===== src/rtl/img_load_sched.sv =====
// img_load_sched: loads one RGB565 frame from an SD-card image slot into frame RAM.
// It issues sector reads back-to-back, generates the RAM word address for every
// 16-bit word, and flags stalled (no busy) or short sector transfers as errors.
module img_load_sched #(
  parameter int unsigned SEC_PER_IMG   = 1200,
  parameter logic [31:0] BASE_SEC      = 32'd8192,
  parameter int unsigned TIMEOUT       = 1024,
  parameter int unsigned WORDS_PER_SEC = 256
) (
  input  logic        clk,
  input  logic        rst,
  input  logic        init_done,
  input  logic        load_req,
  input  logic [1:0]  slot,
  input  logic        rd_busy,
  input  logic        rd_val_en,
  output logic        rd_start_en,
  output logic [31:0] rd_sec_addr,
  output logic [18:0] ram_wr_addr,
  output logic        loading,
  output logic        load_done,
  output logic        load_err
);

  localparam int WD_W = $clog2(TIMEOUT + 1);
  localparam int SC_W = $clog2(SEC_PER_IMG + 1);
  localparam int WC_W = $clog2(WORDS_PER_SEC + 2);

  localparam logic [WD_W-1:0] WD_LAST  = WD_W'(TIMEOUT - 1);
  localparam logic [SC_W-1:0] SEC_LAST = SC_W'(SEC_PER_IMG - 1);
  localparam logic [WC_W-1:0] WC_FULL  = WC_W'(WORDS_PER_SEC);
  localparam logic [WC_W-1:0] WC_SAT   = WC_W'(WORDS_PER_SEC + 1);
  localparam logic [18:0]     ADDR_MAX = '1;

  typedef enum logic [2:0] {
    IDLE, START, WAIT_BUSY, WAIT_DONE, NEXT, DONE, ERR
  } state_t;

  state_t            state, state_nxt;
  logic [SC_W-1:0]   sec_cnt, sec_cnt_nxt;
  logic [WC_W-1:0]   wrd_cnt, wrd_cnt_nxt;
  logic [WD_W-1:0]   wdog, wdog_nxt;
  logic [31:0]       sec_addr_nxt;
  logic [18:0]       wr_addr_nxt;
  logic              start_nxt, loading_nxt, done_nxt, err_nxt;

  // Next-state and next-output decode; every output is registered from these.
  // NEXT issues the following sector's strobe itself so that the gap between
  // the end of one sector and the next strobe is only two cycles.
  always_comb begin
    state_nxt    = state;
    sec_cnt_nxt  = sec_cnt;
    wrd_cnt_nxt  = wrd_cnt;
    wdog_nxt     = wdog;
    sec_addr_nxt = rd_sec_addr;
    wr_addr_nxt  = ram_wr_addr;
    start_nxt    = 1'b0;
    loading_nxt  = loading;
    done_nxt     = 1'b0;
    err_nxt      = 1'b0;

    if (rd_val_en && (state == WAIT_BUSY || state == WAIT_DONE)) begin
      if (wrd_cnt != WC_SAT) wrd_cnt_nxt = wrd_cnt + WC_W'(1);
      if (ram_wr_addr != ADDR_MAX) wr_addr_nxt = ram_wr_addr + 19'd1;
    end

    case (state)
      IDLE: begin
        if (load_req && init_done) begin
          sec_addr_nxt = BASE_SEC + 32'(slot) * 32'(SEC_PER_IMG);
          sec_cnt_nxt  = '0;
          wrd_cnt_nxt  = '0;
          wr_addr_nxt  = '0;
          loading_nxt  = 1'b1;
          state_nxt    = START;
        end
      end
      START: begin
        start_nxt = 1'b1;
        wdog_nxt  = '0;
        state_nxt = WAIT_BUSY;
      end
      WAIT_BUSY: begin
        if (rd_busy) state_nxt = WAIT_DONE;
        else if (wdog == WD_LAST) state_nxt = ERR;
        else wdog_nxt = wdog + WD_W'(1);
      end
      WAIT_DONE: begin
        if (!rd_busy) state_nxt = (wrd_cnt == WC_FULL) ? NEXT : ERR;
      end
      NEXT: begin
        if (sec_cnt == SEC_LAST) begin
          done_nxt  = 1'b1;
          state_nxt = DONE;
        end else begin
          sec_cnt_nxt  = sec_cnt + SC_W'(1);
          sec_addr_nxt = rd_sec_addr + 32'd1;
          wrd_cnt_nxt  = '0;
          wdog_nxt     = '0;
          start_nxt    = 1'b1;
          state_nxt    = WAIT_BUSY;
        end
      end
      DONE: begin
        loading_nxt = 1'b0;
        state_nxt   = IDLE;
      end
      ERR: begin
        err_nxt     = 1'b1;
        loading_nxt = 1'b0;
        state_nxt   = IDLE;
      end
      default: state_nxt = IDLE;
    endcase

    if (!init_done && (state == START || state == WAIT_BUSY ||
                       state == WAIT_DONE || state == NEXT)) begin
      start_nxt = 1'b0;
      done_nxt  = 1'b0;
      state_nxt = ERR;
    end
  end

  // State, counters and registered outputs; reset returns everything to idle at once.
  always_ff @(posedge clk or posedge rst) begin
    if (rst) begin
      state       <= IDLE;
      sec_cnt     <= '0;
      wrd_cnt     <= '0;
      wdog        <= '0;
      rd_sec_addr <= BASE_SEC;
      ram_wr_addr <= '0;
      rd_start_en <= 1'b0;
      loading     <= 1'b0;
      load_done   <= 1'b0;
      load_err    <= 1'b0;
    end else begin
      state       <= state_nxt;
      sec_cnt     <= sec_cnt_nxt;
      wrd_cnt     <= wrd_cnt_nxt;
      wdog        <= wdog_nxt;
      rd_sec_addr <= sec_addr_nxt;
      ram_wr_addr <= wr_addr_nxt;
      rd_start_en <= start_nxt;
      loading     <= loading_nxt;
      load_done   <= done_nxt;
      load_err    <= err_nxt;
    end
  end

endmodule

===== config.mk =====
export PLATFORM = sky130hd
export DESIGN_NAME = img_load_sched
export DESIGN_NICKNAME = d
export VERILOG_FILES = /design/src/rtl/img_load_sched.sv
export SDC_FILE = /design/constraint.sdc
export NUM_CORES = 1
export LEC_CHECK = 0
export CORE_UTILIZATION = 60
export CTS_BUF_LIST = sky130_fd_sc_hd__clkbuf_8
export CTS_CLUSTER_DIAMETER = 120
export DETAILED_ROUTE_END_ITERATION = 12
export DONT_BUFFER_PORTS = 1
export PLACE_DENSITY = 0.76
export SLEW_MARGIN = 40
export SYNTH_ARGS = -nofsm -noshare
export SYNTH_HDL_FRONTEND = slang
export SYNTH_SLANG_ARGS = --single-unit

===== constraint.sdc =====
create_clock -name clk -period 2.9 [get_ports clk]
set_clock_uncertainty 0.1 [all_clocks]
set_input_delay 0.58 -clock clk [delete_from_list [all_inputs] [get_ports clk]]
set_output_delay 0.58 -clock clk [all_outputs]
set_load 0.005 [all_outputs]

==> impl_metrics.json <==
{
  "status": "complete, no violations",
  "route.detailed.wl_per_inst_um": 17.1,
  "cts_setup_buffers": 0,
  "vias_per_cell": 6.31,
  "grt-ovfl-total": 0,
  "synth.yosys.seq_area_share_pct": 44.5,
  "worstPathRequired_ns": 3.05,
  "ys.warnings.count": 0,
  "power_mw": 4.14,
  "cts_tree": "built",
  "core-area_sq_um": 7890,
  "max_slew_margin_pct": 54.1,
  "crit_path_start_kind": "flip-flop",
  "met2_usage_pct": 44.6,
  "worstSkewPairLatency_ns": 0.36,
  "grt_use_met3_pct": 6.67,
  "dieWidth_um": 93.4,
  "fin_util_pct": 67.5,
  "route.detailed.drc": 0,
  "yosys-top-cells-area": "dfrtp_1 44%, nor2_1 4.7%, nand2_1 3.6%",
  "grt_usage_pct": 27.5,
  "syn_avg_cell_area_sq_um": 9.09,
  "pin_count": 63,
  "synth_top_area_share_pct": 44.0,
  "synth_top_cell_by_area": "dfrtp_1",
  "area_growth_pct": 6.32,
  "final_cells": 654,
  "hp-class": "input pin to asynchronous set/reset pin",
  "rsz0062_at_grt": "false",
  "finalMaxSlewViolations": 0,
  "crit_type": "flip-flop to flip-flop",
  "postSynthCellCount": 551,
  "synth_edf_count": 0,
  "synthFlopType": "dfrtp_1",
  "grt_pass1_vias": 3954,
  "vias": 4125,
  "routed_wl_um": 11200,
  "fin_crit_sh_pct": 85.2,
  "pre_cts_ws_ns": 0.471,
  "async_flop_share_pct": 100,
  "grt.met1_usage_pct": 36.6,
  "cts-resized-gates": 0,
  "cap_violations": 0,
  "layout_setup_ws_ns": 0.430,
  "cp_max_fo": 18,
  "ys_seq_elements": 89,
  "hold_buffers": 0,
  "top_usage_layer": "met2",
  "worstSetupEndpointType": "flip-flop",
  "grt_max_degree": 49,
  "htree_num_levels": 3,
  "syn_area_sq_um": 5010,
  "tns_ns": 0,
  "syn-num-nets": 569,
  "die-area_sq_um": 8720,
  "cts_buffers": 9,
  "setup_viol": 0,
  "rows": 32,
  "mostFrequentLayoutCell": "dfrtp_1",
  "hold_viol": 0,
  "peakVddDrop_mv": 0.447,
  "antenna_left": 0,
  "cts.reportedPaths.clkPinSlew_ns": 0.09,
  "antenna_cells": 0,
  "hpwl_um": 7950,
  "crit_arrival_ns": 2.62,
  "worstMarginPinSlew_ns": 0.685,
  "drive_gt1_share_pct": 8.51,
  "clock_sinks": 89,
  "die_h_um": 93.4,
  "r2r_cells": 5,
  "most-common-layout-cells": "88 x dfrtp_1, 63 x nor2_1, 48 x nand2_1",
  "portBuffers": 0,
  "fin_crit_ns": 2.47,
  "r2r-start": "state[1]",
  "cts_buffer_depth": 2,
  "p_leak_nw": 2.20,
  "start_util_pct": 63.5,
  "clockRootBuffer": "clkbuf_8",
  "fmax_mhz": 405,
  "r2r-end": "state[0]",
  "gp_congestion": 0.872,
  "antenna_found_initial": 0,
  "r2r_slack_ns": 0.43,
  "fin_nets": 565,
  "dr.pass1.iters": 5,
  "synthDistinctLibCells": 62,
  "dp.cells": 638,
  "drtIter0Drc": 229,
  "powerDensity_nw_per_um2": 778,
  "grt_pass1_wl_um": 18900
}
## area by class of cell
type	count	area, sq um
Sequential cell	89	2230
Clock buffer	12	165
Timing Repair Buffer	11	108
Inverter	16	63.8
Tap cell	102	128
Fill cell	619	2560
Multi-Input combinational cell	420	2610
Clock inverter	4	26.3
## cell usage after synthesis (12+ instances only)
master,instances
dfrtp_1,88
xnor2_1,20
buf_2,12
a21oi_1,29
and3_1,13
nand4_1,18
inv_1,16
nand2_1,48
nand3_1,33
o21ai_0,29
nor2_1,63
nor3_1,17
xor2_1,17
## per-layer routing
layer,up-vias,wire length (um)
met2,122,5410
met4,0,142
li1,1996,-
met5,-,0
met3,14,649
met1,1993,5000
## metrics by stage
step,cell area [sq um],hold slack [ns]
6_report,5330,0.0276
3_3_place_gp,5130,0.383
4_1_cts,5330,0.0433
2_1_floorplan,5010,0.358
3_5_place_dp,5130,0.389
5_1_grt,5330,0.0577
## logic make-up (layout without fill, tap and decap cells)
group | Yosys count | in the layout | share of synthesized area, %
DFF | 89 | 89 | 44.5
and+or+nand+nor | 251 | 251 | 26.8
buffers and inverters | 42 | 43 | 3.60
AOI/OAI and AO/OA | 117 | 117 | 15.1
muxes | 5 | 5 | 1.05
xor gates and xnor gates | 37 | 37 | 6.47
adders and majority gates | 10 | 10 | 2.50
## registers in the layout (all words and copies together) (netlist names)
name,flops
load_done,1
load_err,1
loading,1
ram_wr_addr,19
rd_sec_addr,32
rd_start_en,1
sec_cnt,11
state,3
wdog,11
wrd_cnt,9
## how the worst max path moves through the flow
| stage | startpoint | endpoint |
|---|---|---|
| floorplan | ram_wr_addr[0] | ram_wr_addr[1] |
| global placement | state[1] | rd_sec_addr[28] |
| detailed placement | state[1] | state[0] |
| CTS | state[1] | state[0] |
| global route | state[1] | rd_sec_addr[28] |
| finish | state[1] | state[0] |
## report_power, final
group / leakage (nW) / switching, mW / internal, mW / total [mW]
combinational: 0.913 / 0.737 / 0.523 / 1.26
clock: 0.0984 / 0.437 / 0.381 / 0.818
sequential: 1.19 / 0.507 / 1.56 / 2.07
total: 2.20 / 1.68 / 2.46 / 4.14
## worst max-delay path: stages (launching register included)
cell	delay (ns)
dfrtp_1	0.64
or3b_2	0.62
nor2_1	0.31
nand2_1	0.15
o22ai_1	0.19
mux2_2	0.35
Power figures use the tool's default switching activity.
